File: config.mk
export PLATFORM = sky130hd
export DESIGN_NAME = cache_ctrl_4way
export DESIGN_NICKNAME = d
export VERILOG_FILES = /design/src/rtl/cache_pkg.sv /design/src/rtl/plru_tree4.sv /design/src/rtl/cache_ctrl_4way.sv
export SDC_FILE = /design/constraint.sdc
export NUM_CORES = 1
export LEC_CHECK = 0
export CORE_UTILIZATION = 30
export DETAILED_ROUTE_END_ITERATION = 10
export GPL_ROUTABILITY_DRIVEN = 0
export HOLD_SLACK_MARGIN = 0.05
export PLACE_DENSITY_LB_ADDON = 0.15
export SETUP_SLACK_MARGIN = 0.5
export SYNTH_ARGS = -nofsm -noshare
export SYNTH_HDL_FRONTEND = slang
export SYNTH_HIERARCHICAL = 1
export SYNTH_SLANG_ARGS = --single-unit
File: constraint.sdc
create_clock -name clk -period 4 [get_ports clk]
set_clock_uncertainty 0.1 [all_clocks]
set_input_delay 0.6 -clock clk [delete_from_list [all_inputs] [get_ports clk]]
set_output_delay 0.6 -clock clk [all_outputs]
set_load 0.05 [all_outputs]
File: src/rtl/cache_pkg.sv
// rtl/cache_pkg.sv - shared types and constants for the 4-way cache request sequencer
package cache_pkg;

    localparam int WAYS   = 4;
    localparam int PLRU_W = 3;

    typedef logic [1:0] way_t;

    typedef enum logic [2:0] {
        ST_IDLE,
        ST_LOOKUP,
        ST_MEM_RD,
        ST_FILL,
        ST_MEM_WR,
        ST_RESP
    } state_t;

    function automatic logic [WAYS-1:0] way_onehot(input way_t w);
        return 4'b0001 << w;
    endfunction

endpackage

File: src/rtl/plru_tree4.sv
// rtl/plru_tree4.sv - 3-bit tree pseudo-LRU: victim decode and post-access bit update
module plru_tree4
    import cache_pkg::*;
(
    input  logic [PLRU_W-1:0] i_bits,
    input  way_t              i_way,
    output way_t              o_victim,
    output logic [PLRU_W-1:0] o_bits_nxt
);

    // b0 picks the half, b1/b2 pick within the {0,1}/{2,3} half
    assign o_victim = i_bits[0] ? {1'b1, i_bits[2]} : {1'b0, i_bits[1]};

    always_comb begin
        o_bits_nxt = i_bits;
        if (!i_way[1]) begin
            o_bits_nxt[0] = 1'b1;
            o_bits_nxt[1] = ~i_way[0];
        end else begin
            o_bits_nxt[0] = 1'b0;
            o_bits_nxt[2] = ~i_way[0];
        end
    end

endmodule

File: src/rtl/cache_ctrl_4way.sv
// rtl/cache_ctrl_4way.sv - 4-way byte cache sequencer with write-through memory handshake
// CACHE_PLRU_EN selects per-set tree pseudo-LRU; otherwise a global round-robin victim counter.
module cache_ctrl_4way
    import cache_pkg::*;
#(
    parameter  int ADDR_W = 8,
    parameter  int SETS   = 8,
    localparam int IDX_W  = $clog2(SETS),
    localparam int TAG_W  = ADDR_W - IDX_W
) (
    input  logic              clk,
    input  logic              reset,
    input  logic              cpu_req,
    input  logic              cpu_we,
    input  logic [ADDR_W-1:0] cpu_addr,
    input  logic [7:0]        cpu_wdata,
    output logic              cpu_ready,
    output logic              cpu_valid,
    output logic [7:0]        cpu_rdata,
    output logic [IDX_W-1:0]  arr_set,
    output logic [WAYS-1:0]   arr_we,
    output logic [7:0]        arr_wdata,
    input  logic [31:0]       arr_rdata,
    output logic              mem_req,
    output logic              mem_we,
    output logic [ADDR_W-1:0] mem_addr,
    output logic [7:0]        mem_wdata,
    input  logic              mem_ack,
    input  logic [7:0]        mem_rdata
);

    state_t              r_state;
    state_t              w_state_nxt;
    logic [ADDR_W-1:0]   r_addr;
    logic                r_we;
    logic [7:0]          r_wdata;
    logic [7:0]          r_mdata;
    logic                r_hit;
    way_t                r_hit_way;
    way_t                r_victim;
    logic [WAYS-1:0]     r_valid [SETS];
    logic [TAG_W-1:0]    r_tag   [SETS][WAYS];

    logic [IDX_W-1:0]    w_idx;
    logic [TAG_W-1:0]    w_tag;
    logic                w_hit;
    way_t                w_hit_way;
    logic                w_free;
    way_t                w_free_way;
    way_t                w_policy_way;
    way_t                w_victim;
    logic                w_cpu_valid_nxt;
    logic                w_mem_req_nxt;
    logic                w_mem_we_nxt;
    logic [WAYS-1:0]     w_arr_we_nxt;

    assign w_idx = r_addr[IDX_W-1:0];
    assign w_tag = r_addr[ADDR_W-1:IDX_W];

    // Scan downward so the lowest matching / lowest invalid way wins
    always_comb begin
        w_hit      = 1'b0;
        w_hit_way  = '0;
        w_free     = 1'b0;
        w_free_way = '0;
        for (int w = WAYS - 1; w >= 0; w--) begin
            if (r_valid[w_idx][w] && (r_tag[w_idx][w] == w_tag)) begin
                w_hit     = 1'b1;
                w_hit_way = way_t'(w);
            end
            if (!r_valid[w_idx][w]) begin
                w_free     = 1'b1;
                w_free_way = way_t'(w);
            end
        end
    end

`ifdef CACHE_PLRU_EN
    logic [PLRU_W-1:0] r_plru [SETS];
    logic [PLRU_W-1:0] w_plru_nxt;
    way_t              w_upd_way;

    assign w_upd_way = (r_state == ST_FILL) ? r_victim : w_hit_way;

    plru_tree4 u_plru (
        .i_bits     (r_plru[w_idx]),
        .i_way      (w_upd_way),
        .o_victim   (w_policy_way),
        .o_bits_nxt (w_plru_nxt)
    );

    always_ff @(posedge clk) begin
        if (!reset) begin
            for (int s = 0; s < SETS; s++) r_plru[s] <= '0;
        end else if ((r_state == ST_LOOKUP && w_hit) || r_state == ST_FILL) begin
            r_plru[w_idx] <= w_plru_nxt;
        end
    end
`else
    logic [1:0] r_rr;

    assign w_policy_way = r_rr;

    always_ff @(posedge clk) begin
        if (!reset)
            r_rr <= '0;
        else if (r_state == ST_FILL && !w_free)
            r_rr <= r_rr + 2'd1;
    end
`endif

    assign w_victim = w_free ? w_free_way : w_policy_way;

    always_ff @(posedge clk) begin
        if (!reset)
            r_state <= ST_IDLE;
        else
            r_state <= w_state_nxt;
    end

    always_comb begin
        w_state_nxt = r_state;
        case (r_state)
            ST_IDLE:   if (cpu_req) w_state_nxt = ST_LOOKUP;
            ST_LOOKUP: w_state_nxt = r_we ? ST_MEM_WR : (w_hit ? ST_RESP : ST_MEM_RD);
            ST_MEM_RD: if (mem_ack) w_state_nxt = ST_FILL;
            ST_FILL:   w_state_nxt = ST_RESP;
            ST_MEM_WR: if (mem_ack) w_state_nxt = ST_RESP;
            ST_RESP:   w_state_nxt = ST_IDLE;
            default:   w_state_nxt = ST_IDLE;
        endcase
    end

    // Next values of the registered outputs
    always_comb begin
        w_cpu_valid_nxt = (w_state_nxt == ST_RESP);
        w_mem_req_nxt   = (w_state_nxt == ST_MEM_RD) || (w_state_nxt == ST_MEM_WR);
        w_mem_we_nxt    = (w_state_nxt == ST_MEM_WR);
        w_arr_we_nxt    = '0;
        if (r_state == ST_LOOKUP && r_we && w_hit)
            w_arr_we_nxt = way_onehot(w_hit_way);
        if (r_state == ST_MEM_RD && mem_ack)
            w_arr_we_nxt = way_onehot(w_victim);
    end

    always_ff @(posedge clk) begin
        if (!reset) begin
            cpu_valid <= 1'b0;
            mem_req   <= 1'b0;
            mem_we    <= 1'b0;
            arr_we    <= '0;
            mem_addr  <= '0;
            mem_wdata <= '0;
            arr_set   <= '0;
            arr_wdata <= '0;
            r_addr    <= '0;
            r_we      <= 1'b0;
            r_wdata   <= '0;
            r_mdata   <= '0;
            r_hit     <= 1'b0;
            r_hit_way <= '0;
            r_victim  <= '0;
        end else begin
            cpu_valid <= w_cpu_valid_nxt;
            mem_req   <= w_mem_req_nxt;
            mem_we    <= w_mem_we_nxt;
            arr_we    <= w_arr_we_nxt;
            case (r_state)
                ST_IDLE: if (cpu_req) begin
                    r_addr  <= cpu_addr;
                    r_we    <= cpu_we;
                    r_wdata <= cpu_wdata;
                    arr_set <= cpu_addr[IDX_W-1:0];
                end
                ST_LOOKUP: begin
                    r_hit     <= w_hit;
                    r_hit_way <= w_hit_way;
                    mem_addr  <= r_addr;
                    mem_wdata <= r_wdata;
                    arr_wdata <= r_wdata;
                end
                ST_MEM_RD: if (mem_ack) begin
                    r_mdata   <= mem_rdata;
                    arr_wdata <= mem_rdata;
                    r_victim  <= w_victim;
                end
                default: ;
            endcase
        end
    end

    always_ff @(posedge clk) begin
        if (!reset) begin
            for (int s = 0; s < SETS; s++) r_valid[s] <= '0;
        end else if (r_state == ST_FILL) begin
            r_valid[w_idx][r_victim] <= 1'b1;
        end
    end

    always_ff @(posedge clk) begin
        if (r_state == ST_FILL)
            r_tag[w_idx][r_victim] <= w_tag;
    end

    assign cpu_ready = reset && (r_state == ST_IDLE);
    assign cpu_rdata = (r_state == ST_RESP && !r_we)
                     ? (r_hit ? arr_rdata[{r_hit_way, 3'b000} +: 8] : r_mdata)
                     : 8'h00;

endmodule

# [Word-level counts from Yosys, hierarchy flattened]
# Memories as Yosys holds them, arrays and structs flattened. A register that Yosys moved wholly into a read port is not among the register bits.
# Cells that the tools add are included.
[word_totals] regBits=69 ram_bits=192 input_bits=61 out_inout_bits=43 elab_cells=107 n_memories=2
[op_classes] addsub=1 magnitude_cmp=4 n_eq_ne=13 shift=3 mux=45 bitwise=1 n_reduce_logical=21
[mem_list] memory="r_tag" words=8 width=20 rd=1 rd_ports_with_merged_regs=1 wr=1 line="cache_ctrl_4way.sv:42" text="logic [TAG_W-1:0] r_tag [SETS][WAYS];"
[mem_list] memory="r_valid" words=8 width=4 rd=1 rd_ports_with_merged_regs=1 wr=8 line="cache_ctrl_4way.sv:41" text="logic [WAYS-1:0] r_valid [SETS];"
[ops] op="variable part select 32 x 6 -> 8 bit" n=1
[ops] op="two-way mux 3 bit" n=10
[ops] op="two-way mux 8 bit" n=3
[ops] op="== test 5 bit" n=4
[ops] op="two-way mux 20 bit" n=1
[ops] op="two-way mux 4 bit" n=5
[ops] op="two-way mux 2 bit" n=9
[ops] op="one-hot mux 8 bit (2 select lines)" n=1
[ops] op="one-hot mux 3 bit (5 select lines)" n=1
[ops] op="== test 3 bit (second input constant)" n=4
[ops] op="logical AND 1 bit" n=12
[ops] op="two-way mux 1 bit" n=12
[ops] op="demux 5 bit (select 2 bit)" n=1
[ops] op="== test 3 x 2 -> 1 bit (second input constant)" n=3
[ops] op="<< shifter 1 x 2 -> 4 bit (first input constant)" n=2
[ops] op="AND reduction 2 bit" n=3
[ops] op="two-way mux 5 bit" n=1
[ops] op="OR reduction 4 bit" n=1
[ops] op="== test 3 x 1 -> 1 bit (second input constant)" n=1
[ops] op=">= comparator 3 bit (second input constant)" n=1
[ops] op="logical NOT 3 bit" n=1
[ops] op="< comparator 2 x 3 -> 1 bit (second input constant)" n=1
[ops] op="< comparator 3 x 1 -> 1 bit (second input constant)" n=1
[ops] op="NOT 2 -> 3 bit" n=1
[ops] op="7 further kinds" n=8

# [Longest topological paths before layout]
# Gate-level depths: netlist (run 1).
[depth] word_depth=11 mapped_depth=11 mapped_depth_nobuf=8

# [Worst setup path after synthesis (run 1)]
# OpenSTA, ideal clock, no wires.
[synth_timing] kind="register -> register" start="register (tool-made name)" end="register arr_we[3]" setup_time_ns=0.065 arrival_time_ns=2.349 required_time_ns=3.835 slack_ns=1.486 path_stages_with_launch=11 n_path_buf=2 period_less_slack_ns=2.514 cell_sequence="dfxtp_1 > buf_4 > buf_6 > mux2i_1 > mux4_2 > xor2_1 > nand3_1 > or4_4 > a211oi_1 > a41oi_1 > nor2b_1"
[synth_rtl] element="end signal, assigned" line="cache_ctrl_4way.sv:167" text="arr_we <= w_arr_we_nxt;"
[synth_rtl] element="end, declared" line="cache_ctrl_4way.sv:21" text="output logic [WAYS-1:0] arr_we,"

# [Final worst setup path (run 1)]
[layout_timing] start="register r_state[1]" end="output port cpu_rdata[5]"
[layout_between] elab_chain_len=3
[layout_lines] element="start, declared" line="cache_ctrl_4way.sv:32" text="state_t r_state;"
[layout_lines] element="start signal, assigned" line="cache_ctrl_4way.sv:118" text="r_state <= w_state_nxt;"
[layout_lines] element="== test 3 bit" line="cache_ctrl_4way.sv:206" text="assign cpu_rdata = (r_state == ST_RESP && !r_we)"
[layout_lines] element="logical AND 1 bit" line="cache_ctrl_4way.sv:206"
[layout_lines] element="two-way mux 8 bit" line="cache_ctrl_4way.sv:207" text="? (r_hit ? arr_rdata[{r_hit_way, 3'b000} +: 8] : r_mdata)"
[layout_lines] element="end, declared" line="cache_ctrl_4way.sv:19" text="output logic [7:0] cpu_rdata,"
# No other way between the ends.

==> results.json, run 1 <==
{
  "first_iter_violations": 445,
  "finalSetupViolCount": 0,
  "root_buffer": "clkbuf_16",
  "worst_setup_path_end_kind": "primary output",
  "powerDensity_nw_per_um2": 471,
  "io_pins": 104,
  "die_area_um2": 37100,
  "maxSlewViolCount": 0,
  "cp-start-kind": "register",
  "ys.flop_type": "edfxtp_1",
  "syn_area_um2": 10900,
  "synth_nets": 890,
  "yosysSeqAreaShare_pct": 62.7,
  "rr_worst_depth": 9,
  "ys_ff_latch": 261,
  "postSynthAreaPerCell_um2": 13.1,
  "synthTopCellsByArea": "edfxtp_1, dfxtp_1, mux2i_1",
  "r2r_setup_slack_ns": 0.81,
  "worst_slack_ns": 0.664,
  "die_w_um": 193,
  "diodes": 0,
  "fin_util_pct": 37.4,
  "path_clk_slew_ns": 0.06,
  "path_max_fanout": 13,
  "hold_path.class": "input pin to register",
  "area_growth_pct": 22.5,
  "grt_util_met3_pct": 2.02,
  "ant_nets": 0,
  "dpl.cell_count": 1361,
  "fill_cells": 3413,
  "antenna_found_initial": 0,
  "grt_usage_pct": 15.8,
  "cts.htree.levels": 1,
  "grt_pass1_wl_mm": 43.5,
  "fin_crit_sh_pct": 83.4,
  "die_h_um": 193,
  "grt_pass1_vias": 6789,
  "totalWireLength_mm": 29.3,
  "fin_cells": 1417,
  "rsz0062_at_grt": "false",
  "grt.busiest_layer": "met2",
  "nets": 993,
  "yosysTopAreaCellShare_pct": 44.1,
  "drive_gt1_share_pct": 13.8,
  "synth_warnings": 6,
  "clk_path_buf_depth": 3,
  "routedWlPerCell_um": 20.7,
  "cts_tree": "done",
  "cts_setup_buffers": 0,
  "first_pass_iters": 7,
  "vias": 6864,
  "drc": 2,
  "grt_overflow": 0,
  "netlist.top_cell.by_area": "edfxtp_1",
  "row_count": 69,
  "max_slew_margin_pct": 36.9,
  "syn_inst": 829,
  "drv_cap": 0,
  "start_util_pct": 30.5,
  "ys_top_cells_by_count": "edfxtp_1, nand2_1, dfxtp_1",
  "port_buffers": 103,
  "grt_util_met1_pct": 22.1,
  "clkLatencyLatePin_ns": 0.54,
  "async_flop_share_pct": 0,
  "core-area_um2": 35700,
  "violations": "design-rule violations",
  "vias_per_cell": 4.84,
  "netlist-cell-type-count": 54,
  "hold_viol_final": 0,
  "leakagePower_nw": 4.51,
  "hold_depth": 3,
  "grt_max_degree": 96,
  "cp.arrival_ns": 2.64,
  "synth_most_common_cell": "edfxtp_1",
  "hpwlAfterDp_mm": 20.1,
  "crit_type": "register to primary output",
  "fmax_mhz": 300,
  "tightest_slew_ns": 0.947,
  "cts-buffers-inserted": 30,
  "synth_enable_flop_cells": 160,
  "status": "finished with violations",
  "use_met2_pct": 26.2,
  "cts_sinks": 261,
  "ir_worst_vdd_v": 0.000288,
  "min_period_ns": 3.34,
  "dp_slack_ns": 0.834,
  "setup-tns-final_ns": 0,
  "required_ns": 3.30
}
-- sequential cells by signal (all words and copies together) (netlist names), named ones only --
name	flops
arr_wdata	8
r_hit	1
r_valid	32
r_victim	2
mem_req	1
r_rr	2
r_mdata	8
r_wdata	8
cpu_valid	1
r_hit_way	2
r_we	1
r_state	3
mem_wdata	8
mem_addr	8
arr_set	2
arr_we	4
r_tag	160
r_addr	6
mem_we	1
-- power by group --
| part | switching [mW] | internal, mW | leakage (nW) |
|---|---|---|---|
| Clock | 1.07 | 1.52 | 0.466 |
| Sequential | 0.0746 | 2.92 | 2.29 |
| Combinational | 0.408 | 0.291 | 1.76 |
-- logic make-up after synthesis --
family          count (synthesis)  share of synthesized area (%)
compound gates                151                           10.3
xor+xnor                       10                          0.804
buf+inv                        55                           2.79
flops                         261                           62.7
mux                           117                           13.3
simple gates                  235                           10.1
-- worst max-delay path, stage by stage (launching register included) --
cell,delay (ns)
dfxtp_1,0.46
nor2_1,0.27
nand3_1,0.35
nor2_1,0.19
clkdlybuf4s50_1,0.82
-- repair_timing --
item	in CTS	in global routing
resized for setup	1	7
hold buffers	0	0
setup endpoints to repair	8	7
-- routing by layer --
metal | wire (um) | vias to the layer above
met5 | 0 | -
met4 | 431 | 0
met3 | 1290 | 31
met2 | 14100 | 97
met1 | 13500 | 3451
li1 | - | 3285
-- placed cells by master, fill, tap and decap left out, types with 4 or more instances in the layout --
cell / count
a21boi_0: 44
a22o_1: 12
and2_1: 7
buf_4: 22
clkbuf_1: 8
clkbuf_16: 31
clkbuf_8: 6
clkdlybuf4s50_1: 95
clkinv_1: 5
clkinv_2: 5
dfxtp_1: 98
dlymetal6s2s_1: 7
edfxtp_1: 160
mux2_2: 31
mux2i_1: 66
mux4_2: 19
nand2_1: 110
nand2b_1: 6
nand3_1: 11
nand3b_1: 4
nand4_1: 4
nor2_1: 53
nor2b_1: 9
o211a_1: 9
o21a_1: 33
o21ai_0: 12
o21ai_1: 5
o22ai_1: 18
or3_1: 13
xnor2_1: 7
-- per-stage QoR --
step | power, mW | cell area, um^2 | hold WS (ns)
floorplan | 3.49 | 10900 | 0.335
global placement | 3.75 | 12400 | 0.344
detailed placement | 3.76 | 12400 | 0.350
CTS | 6.35 | 13300 | 0.309
global route | 6.52 | 13300 | 0.350
finish | 6.28 | 13300 | 0.337
-- final timing paths --
kind	from	to
hold / removal	reset	r_state[1]
hold reg to reg	r_valid[2][3]	r_valid[2][3]
setup reg to reg	register	arr_we[3]
setup / recovery	r_state[1]	cpu_rdata[5]
-- cell type report --
| cell class | count | area (um^2) | area share [%] |
|---|---|---|---|
| multi-input combinational | 513 | 3770 | 28.2 |
| sequential | 261 | 6830 | 51.2 |
| tap | 461 | 577 | 4.32 |
| clock buffer | 45 | 888 | 6.66 |
| timing repair buffer | 126 | 1230 | 9.21 |
| clock inverter | 11 | 50.0 | 0.375 |
(Power assumes the default switching activity.)
==> inputs of run 2 (changes only) <==
- clock period: 4 -> 3.45 ns (I/O delays scaled with it)
==> results.json, run 2 (synthesis gave the netlist of run 1 again) <==
{
  "cts_hold_buf": 0,
  "port_buffers": 103,
  "post_dp_cell_area_um2": 12500,
  "power_frac_clock_pct": 39.9,
  "crit_slowest_cell": "mux4_2",
  "routedWlPerCell_um": 20.5,
  "path_clk_slew_ns": 0.06,
  "drv_cap": 0,
  "totalWireLength_mm": 29.4,
  "area_growth_pct": 23.7,
  "fin_crit_sh_pct": 82.2,
  "drive_gt1_share_pct": 17.5,
  "nets": 1011,
  "clk_path_buf_depth": 3,
  "grt_max_degree": 96,
  "leakagePower_nw": 4.50,
  "rsz0062_at_grt": "true",
  "cts_setup_buffers": 0,
  "cp-start-kind": "register",
  "hpwlAfterDp_mm": 20.4,
  "powerDensity_nw_per_um2": 533,
  "p_switching_mw": 1.79,
  "first_pass_iters": 8,
  "row_count": 69,
  "violations": "design-rule violations",
  "core-area_um2": 35700,
  "most-common-layout-cells": "edfxtp_1, nand2_1, dfxtp_1",
  "required_ns": 3.84,
  "vias_per_cell": 4.82,
  "path_max_fanout": 12,
  "grt_pass1_vias": 6836,
  "diodes": 0,
  "ant_nets": 0,
  "grt_pass1_wl_mm": 43.6,
  "combPwrFrac_pct": 11.9,
  "clkLatencyLatePin_ns": 0.56,
  "root_buffer": "clkbuf_16",
  "rr_worst_depth": 10,
  "fmax_mhz": 353,
  "grt_overflow": 0,
  "min_period_ns": 2.84,
  "final_area_um2": 13500,
  "cp.arrival_ns": 3.23,
  "die_w_um": 193,
  "largest_reg_flops": 160,
  "crit_type": "register to register",
  "tightest_slew_ns": 0.961,
  "cp-endpoint": "cpu_valid",
  "hold_viol_final": 0,
  "ir_worst_vdd_v": 0.000380,
  "final_common_cell": "edfxtp_1",
  "path_cells": "buf_12 > mux2i_1 > mux4_2 > xor2_1 > nand3_1 > nor4_4 > buf_4 > and4bb_4 > a31oi_1 > and2_1",
  "hold_path.class": "input pin to register",
  "cts_tree": "done",
  "cts-buffers-inserted": 29,
  "cts.htree.levels": 1,
  "max_slew_margin_pct": 35.9,
  "power_switching_share_pct": 25.0,
  "die_h_um": 193,
  "antenna_found_initial": 0,
  "grt_usage_pct": 15.9,
  "r2r_setup_slack_ns": 0.61,
  "cts_sinks": 261,
  "fill_cells": 3490,
  "first_iter_violations": 420,
  "worst_setup_path_end_kind": "register",
  "die_area_um2": 37100,
  "regMostFlops": "r_tag",
  "status": "finished with violations",
  "cp_slowest_stage_delay_ns": 0.47,
  "drc": 2,
  "intPower_mw": 5.39,
  "vias": 6908,
  "io_pins": 104,
  "start_util_pct": 30.5,
  "p_seq_share_pct": 48.2,
  "r2r-end": "cpu_valid",
  "finalSetupViolCount": 0,
  "reg.largest.list": "r_tag: 160 flops, r_valid: 32 flops",
  "maxSlewViolCount": 0,
  "setup-tns-final_ns": 0
}
==> run 2: worst max-delay path: cells and delay by family, from the launching register on <==
kind            cells  cell delay, ns
flops               1            0.43
simple gates        4            0.84
xor+xnor            1            0.24
mux                 2            0.56
buf+inv             2            0.40
compound gates      1            0.20
==> run 2: worst min path at each step <==
stage / startpoint / endpoint / slack (ns) / depth (start not counted)
finish: reset / r_state[1] / 0.23 / 3
global route: reset / r_state[1] / 0.25 / 3
CTS: reset / r_state[1] / 0.22 / 3
detailed placement: r_valid[2][3] / r_valid[2][3] / 0.35 / 1
global placement: r_valid[5][0] / r_valid[5][0] / 0.34 / 1
floorplan: r_valid[2][0] / r_valid[2][0] / 0.34 / 1
==> run 2: final cells by class <==
cell class,count,area (um^2),share of cell area (%)
Timing Repair Buffer,145,1370,10.2
Clock inverter,13,67.6,0.502
Tap cell,461,577,4.28
Sequential cell,261,6840,50.8
Clock buffer,41,821,6.09
Multi-Input combinational cell,513,3790,28.2
==> run 2: power groups by stage <==
stage	Combinational [mW]	Sequential (mW)	Clock, mW
finish	0.852	3.46	2.87
global route	0.920	3.47	3.07
CTS	0.842	3.46	2.94
detailed placement	0.840	3.53	0
global placement	0.835	3.52	0
floorplan	0.466	3.57	0
==> run 2: metal layers <==
metal	part of all wire (%)	vias up	track usage, %
li1	-	3316	-
met1	48	3442	22.6
met2	46	106	25.0
met3	3.8	44	2.47
met4	2.1	0	4.42
met5	0	-	0
==> run 2: what timing repair did <==
item | in CTS | in global routing
cloned | 0 | 1
resized for setup | 10 | 37
pin swaps | 0 | 0
setup endpoints to repair | 11 | 16
==> run 2: stage by stage <==
step / instances / utilization [%] / hold slack [ns] / setup WS, ns / power, mW
after CTS: 1433 / 37.6 / 0.218 / 0.503 / 7.24
after global routing: 1434 / 37.8 / 0.246 / 0.490 / 7.46
final: 1434 / 37.8 / 0.227 / 0.614 / 7.18
after floorplan: 829 / - / 0.335 / 0.936 / 4.04
after global placement: 1379 / 35.1 / 0.342 / 0.488 / 4.36
after detailed placement: 1379 / 35.1 / 0.348 / 0.455 / 4.37
